### src/rtl/shift_add_multiplier.sv
// -----------------------------------------------------------------------------
// shift_add_multiplier
//
// Purpose:
//   Unsigned sequential multiplier, WIDTH x WIDTH -> 2*WIDTH bits. Each RUN
//   cycle adds the multiplicand into the accumulator when the multiplier LSB is
//   set, then shifts {carry, accumulator, multiplier} right by one. A single
//   5-bit adder (carry-in tied low) does every partial-product addition.
//   Only WIDTH = 5 is supported, because the adder is fixed at 5 bits.
//
// Ports:
//   Clk      in   clock, all state changes on the rising edge
//   Rst_n    in   asynchronous active-low reset
//   Start    in   request to begin a multiply (taken when Ready is high)
//   A        in   unsigned multiplicand
//   B        in   unsigned multiplier
//   Ready    out  a Start is accepted this cycle (IDLE or DONE)
//   Busy     out  iteration in progress (RUN)
//   Done     out  one-cycle pulse, Product holds a fresh result
//   Product  out  unsigned A*B, held until the next result is loaded
//
// Configuration macro:
//   MUL_ZERO_SKIP_EN - when defined, a zero operand at accept skips RUN and
//                      goes straight to DONE with Product = 0.
// -----------------------------------------------------------------------------

// 5-bit ripple adder used for every partial-product step.
module mul_adder5 (
    input  logic [4:0] a_i,
    input  logic [4:0] b_i,
    input  logic       cin_i,
    output logic [4:0] sum_o,
    output logic       cout_o
);
    assign {cout_o, sum_o} = {1'b0, a_i} + {1'b0, b_i} + {5'b0, cin_i};
endmodule

module shift_add_multiplier #(
    parameter int WIDTH = 5
) (
    input  logic                 Clk,
    input  logic                 Rst_n,
    input  logic                 Start,
    input  logic [WIDTH-1:0]     A,
    input  logic [WIDTH-1:0]     B,
    output logic                 Ready,
    output logic                 Busy,
    output logic                 Done,
    output logic [2*WIDTH-1:0]   Product
);

    typedef enum logic [1:0] {
        IDLE = 2'd0,
        RUN  = 2'd1,
        DONE = 2'd2
    } state_t;

    state_t               state_q;
    logic [WIDTH-1:0]     m_q;        // captured multiplicand
    logic [WIDTH-1:0]     q_q;        // multiplier, shifted out LSB first
    logic [WIDTH-1:0]     acc_q;      // upper half of the running product
    logic [2:0]           cnt_q;      // completed RUN steps
    logic                 busy_q;
    logic                 done_q;
    logic [2*WIDTH-1:0]   product_q;

    logic [WIDTH-1:0]     addend;
    logic [WIDTH-1:0]     sum;
    logic                 cout;
    logic [2*WIDTH-1:0]   shifted;
    logic                 last_step;

    assign addend = q_q[0] ? m_q : '0;

    mul_adder5 u_adder (
        .a_i    (acc_q),
        .b_i    (addend),
        .cin_i  (1'b0),
        .sum_o  (sum),
        .cout_o (cout)
    );

    // The adder carry becomes the new MSB, so the full 10-bit product never
    // overflows (31*31 = 961).
    assign shifted   = {cout, sum, q_q[WIDTH-1:1]};
    assign last_step = (cnt_q == 3'(WIDTH - 1));

`ifdef MUL_ZERO_SKIP_EN
    logic zero_op;
    assign zero_op = (A == '0) || (B == '0);
`endif

    // NOTE: every register here is a few flops, not a memory, so all of them
    // get the asynchronous reset; state updates use non-blocking assignments
    // so every flop samples values from before the edge.
    always_ff @(posedge Clk or negedge Rst_n) begin
        if (!Rst_n) begin
            state_q   <= IDLE;
            m_q       <= '0;
            q_q       <= '0;
            acc_q     <= '0;
            cnt_q     <= '0;
            busy_q    <= 1'b0;
            done_q    <= 1'b0;
            product_q <= '0;
        end else begin
            case (state_q)
                IDLE, DONE: begin
                    done_q <= 1'b0;
                    if (Start) begin
                        m_q   <= A;
                        q_q   <= B;
                        acc_q <= '0;
                        cnt_q <= '0;
`ifdef MUL_ZERO_SKIP_EN
                        if (zero_op) begin
                            state_q   <= DONE;
                            product_q <= '0;
                            done_q    <= 1'b1;
                        end else begin
                            state_q <= RUN;
                            busy_q  <= 1'b1;
                        end
`else
                        state_q <= RUN;
                        busy_q  <= 1'b1;
`endif
                    end else begin
                        state_q <= IDLE;
                    end
                end

                RUN: begin
                    {acc_q, q_q} <= shifted;
                    cnt_q        <= cnt_q + 3'd1;
                    if (last_step) begin
                        state_q   <= DONE;
                        product_q <= shifted;
                        done_q    <= 1'b1;
                        busy_q    <= 1'b0;
                    end
                end

                default: begin
                    state_q <= IDLE;
                    busy_q  <= 1'b0;
                    done_q  <= 1'b0;
                end
            endcase
        end
    end

    assign Ready   = ~busy_q;
    assign Busy    = busy_q;
    assign Done    = done_q;
    assign Product = product_q;

endmodule

### config.mk
export PLATFORM = sky130hd
export DESIGN_NAME = shift_add_multiplier
export DESIGN_NICKNAME = d
export VERILOG_FILES = /design/src/rtl/shift_add_multiplier.sv
export SDC_FILE = /design/constraint.sdc
export NUM_CORES = 1
export LEC_CHECK = 0
export CAP_MARGIN = 20
export CORE_AREA = 2 2 80 82
export DETAILED_ROUTE_END_ITERATION = 6
export DIE_AREA = 0 0 82 84
export PLACE_DENSITY = 0.49
export SETUP_SLACK_MARGIN = 0.4
export SLEW_MARGIN = 20
export SYNTH_ARGS = -nofsm -noshare
export SYNTH_HDL_FRONTEND = slang
export SYNTH_SLANG_ARGS = --single-unit
### constraint.sdc
create_clock -name Clk -period 1.9 [get_ports Clk]
set_input_delay 0.285 -clock Clk [delete_from_list [all_inputs] [get_ports Clk]]
set_output_delay 0.285 -clock Clk [all_outputs]
set_load 0.02 [all_outputs]
* Word level (Yosys, flattened, before mapping) *
Cells that the tools add are included.

storage, ports and cells
  register bits = 32
  bits in latches = 0
  bits in writable memories = 0
  memory bits (read-only) = 0
  input bits = 13
  output and inout bits = 13
  word-level logic and storage cells = 38
  memories = 0

cells by class
  $add $sub $neg = 2
  multipliers = 0
  div/mod/pow operators = 0
  $lt $le $gt $ge = 0
  eq/ne operators = 5
  shift operators = 0
  multiplexer cells = 15
  bitwise gates (word level) = 1
  reductions and logical operators = 7

operator list
  kind                 count
  $pmux 5 s2           2
  $mux 5               3
  $reduce_and 2->1     4
  $add 5x5->6          1
  $pmux 3 s2           1
  $mux 1               5
  $ne 2x2->1 const B   2
  $pmux 2 s2           1
  $add 3x1->3 const B  1
  $eq 3x3->1 const B   1
  $mux 3               1
  $eq 2x1->1 const B   1
  $eq 2x2->1 const B   1
  $logic_not 2->1      1
  $mux 2               1
  $pmux 1 s2           1
  $reduce_bool 2->1    1
  $reduce_or 2->1      1
  $not 1->1            1

* Logic depth before layout (Yosys ltp) *
  depth after elaboration = 4
  gate-level depth with buffers = 7
  depth with buffers taken out = 6

* Cells and area by module *
A second synthesis with hierarchy kept.

unflattened totals
  cells, all modules = 133
  area, all modules = 1639.1 um^2

by module, submodules not included
  module                instances  cells each  area each (um^2)  seq. area each (um^2)
  shift_add_multiplier  1          109         1443.9            775.7
  mul_adder5            1          24          195.2             0.0

* Worst setup path before layout *
Ideal clock, no wire load.

  path type = register to register
  from = reg q_q[0]
  to = reg acc_q[2]
  library setup time = 0.121 ns
  data arrival time = 1.630 ns
  required time = 1.779 ns
  path slack = 0.149 ns
  stages on the path, launching flop included = 6
  path buffers = 0
  period minus slack after synthesis = 1.751 ns
  cell sequence = dfrtp_1 -> and2_1 -> ha_1 -> and3_4 -> or3_1 -> a32o_2

on the way
  longest elaborated chain between the ends = 3

RTL lines
  element                   RTL line  text
  start: declaration        60        logic [WIDTH-1:0] q_q;
  start signal: assignment  134       {acc_q, q_q} <= shifted;
  $mux 5                    73        assign addend = q_q[0] ? m_q : '0;
  $add 5x5->6               35        assign {cout_o, sum_o} = {1'b0, a_i} + {1'b0, b_i} + {5'b0, cin_i};
  $pmux 5 s2                107       case (state_q)
  end signal: assignment    134
  end: declaration          61        logic [WIDTH-1:0] acc_q;

No other way between the ends.
A chain may end at the register's enable or synchronous reset.

* Worst setup path after layout *
Same ends and word-level chain as after synthesis.

==> flow_summary_export.csv <==
group,metric,value,unit
run_status,status,"finished, final reports clean",
place,dpl_cell_area,0.00185,mm2
drt,drtPass1Iterations,4,
yosys,yosys.area_share.adder,0.0742,
global_route,gr-total-overflow,0,
critical_path,crit_path_cell_trace,"and2_4 -> ha_4 -> and3_4 -> or3_4 -> a32o_2",
sta,hold_violations,0,
sta,rsz0062_at_grt,"yes",
drt,wl,3210,um
critical_path,setup.worst_path.class,"flip-flop to flip-flop",
yosys,yosysMostFrequentCell,"nand2_1",
sta,final.period_utilization,0.886,
sta,max_clock_freq,594,MHz
floorplanning,coreArea,0.00610,mm2
critical_path,crit_path_end_kind,"flip-flop",
yosys,synth_edf_count,0,
yosys,synth_cells,149,
cts,cts-root-buf,"clkbuf_8",
finish,drive_gt1_frac,0.195,
yosys,async_flop_share,1.00,
global_route,track_usage,0.105,
critical_path,crit_buf_inv,0,
drt,avgViaCountPerCell,4.15,
yosys,synth-seq-cells,31,
critical_path,path_delay_family,"simple AND/OR/NAND/NOR gates",
global_route,antenna_found_initial,0,
sta,hold_ws,396,ps
floorplanning,start_util,0.238,
yosys,synth.area.top_cells,"dfrtp_1 (53%), nand2_1 (12%), ha_1 (6.0%), a31oi_1 (3.0%), and2_1 (3.0%)",
yosys,synth_mux_area_frac,0,
yosys,synthFlopType,"dfrtp_1",
critical_path,cp-start-kind,"flip-flop",
yosys,syn-mean-instance-area,9.73,um2
floorplanning,die-area,0.00689,mm2
yosys,synth-simple-area-share,0.230,
cts,clk_latency,280,ps
critical_path,path_max_fanout,5,
yosys,synth_compound_area_frac,0.123,
yosys,seq_area_frac_synth,0.535,
yosys,synth_top_cell_by_area,"dfrtp_1",
cts,clk_pin_slew,60,ps
sta,finalMaxSlewViolations,0,
finish,syn2layout_area_growth,39.6,%
sta,tightest_slew,511,ps
drt,vias,1087,
critical_path,worstPathRequired,2070,ps
yosys,yosys-top-cells-count,"nand2_1 (45), dfrtp_1 (31), nor2_1 (8)",
pwr,leakage,0.952,nW
finish,post-route-util,0.332,
sta,fin_setup_tns,0,ps
drt,drc,0,
drt,drtAntennaViolNets,0,
yosys,synth_area,0.00145,mm2
finish,final_cell_area,0.00202,mm2
cts,cts_sinks,31,
sta,max-slew-margin-rel,0.659,
cts,hold_buffers,0,
cts,clock_path_buffers,2,
critical_path,cpPeakStageDelay,410,ps
critical_path,r2r_slack,220,ps
pwr,power_density,1780,mW/mm2
place,globalplace.congestion,0.772,
run,maxCapViolCount,0,
floorplanning,fp-row-count,29,
yosys,ys_warn_count,0,
floorplanning,pin_count,26,
global_route,grt_max_degree,32,
place,dp_hpwl,2330,um
global_route,grt_pass1_wl,5520,um
place,io_buffers,25,
floorplanning,fp.dieW,82,um
finish,final_nets,205,
critical_path,critPathArrivalTime,1860,ps
cts,htree_levels,2,
yosys,synthDistinctLibCells,33,
yosys,synth_top_family_by_area,"simple AND/OR/NAND/NOR gates",
critical_path,cp_slowest_cell,"dfrtp_1",
yosys,synth_xor_area_frac,0.0121,
hold_path,hp-class,"input pin to async pin",
yosys,yosys.area.top_type_share,0.535,
cts,cts_inserted_buffers,5,
cts,cts_tree,"done",
finish,num_antenna_cells,0,
sta,fin_skew,1.98,ps
sta,setup_viol,0,
sta,period_needed,1680,ps
yosys,synth_nets,170,
global_route,grt_pass1_vias,1123,
drt,first_iter_violations,74,
pwr,ir_drop,0.000467,V
drt,detail_route.wl_per_cell,12.2,um
floorplanning,die_h,84,um
## final cells by class
type                            instances  area [um2]
Sequential cell                        31         776
Inverter                                4        15.0
Tap cell                               77        96.3
Multi-Input combinational cell        109         743
Clock buffer                            8         100
Timing Repair Buffer                   33         294
Fill cell                             660        4070
## per-stage QoR
step	std cells	power (mW)	setup WS, ps
4_1_cts	261	3.49	221
6_report	262	3.61	216
3_3_place_gp	250	2.87	215
3_5_place_dp	250	2.88	205
2_1_floorplan	149	2.30	266
5_1_grt	262	3.92	170
## state kept, by name, indices dropped and copies added, names as in the netlist
name     cells
Product     10
acc_q        5
m_q          5
q_q          5
cnt_q        3
Busy         1
Done         1
state_q      1
## report_power, final
part,switching (mW),internal (mW)
Clock,0.245,0.330
Combinational,0.942,0.886
Sequential,0.225,0.977
## layout by cell type (no fill, tap or decap), types with 2 or more instances in the layout
cell type         n
o21ai_0           3
a211o_1           2
inv_1             3
nand2_1          44
a22o_1            2
dlygate4sd2_1    13
ha_1              2
dfrtp_1          31
a31oi_1           7
ha_4              4
and2_4            4
and2_1            3
buf_4             8
clkdlybuf4s50_1  12
clkbuf_8          7
a21oi_1           3
nand3_1           2
nand2b_1          2
nor2_1            8
## cells by family (layout without fill, tap and decap cells)
group	after synthesis	count (layout)
flip-flops	31	31
XOR/XNOR	2	2
buffers and inverters	9	45
adder cells (fa/ha/maj)	8	8
AO/OA/AOI/OAI	26	26
AND/OR/NAND/NOR	73	73
## layer usage
metal  routed length, um  vias up  global-route usage
li1                    -      573                   -
met1                1680      490               0.155
met2                1330       19               0.143
met3                 158        5              0.0368
met4                  41        0              0.0318
met5                   0        -                   0
## timing repair
item / 4_1_cts / 5_1_grt
endpoints found under the hold margin: 0 / 0
gates resized for setup: 16 / 11
pin swaps: 2 / 8
cloned: 0 / 0
endpoints found under the setup margin: 22 / 15
buffers inserted: 3 / 1
## final timing paths
check / end / cells past startpoint / from
worst max-delay path: acc_q[2] / 5 / q_q[0]
worst min-delay path: Busy / 2 / Rst_n
min in group Clk: Product[5] / 2 / Product[5]
max in group asynchronous: acc_q[4] / 2 / Rst_n
worst min register to register: Product[5] / 2 / Product[5]
worst max register to register: acc_q[2] / 5 / q_q[0]
(Power assumes the default switching activity.)
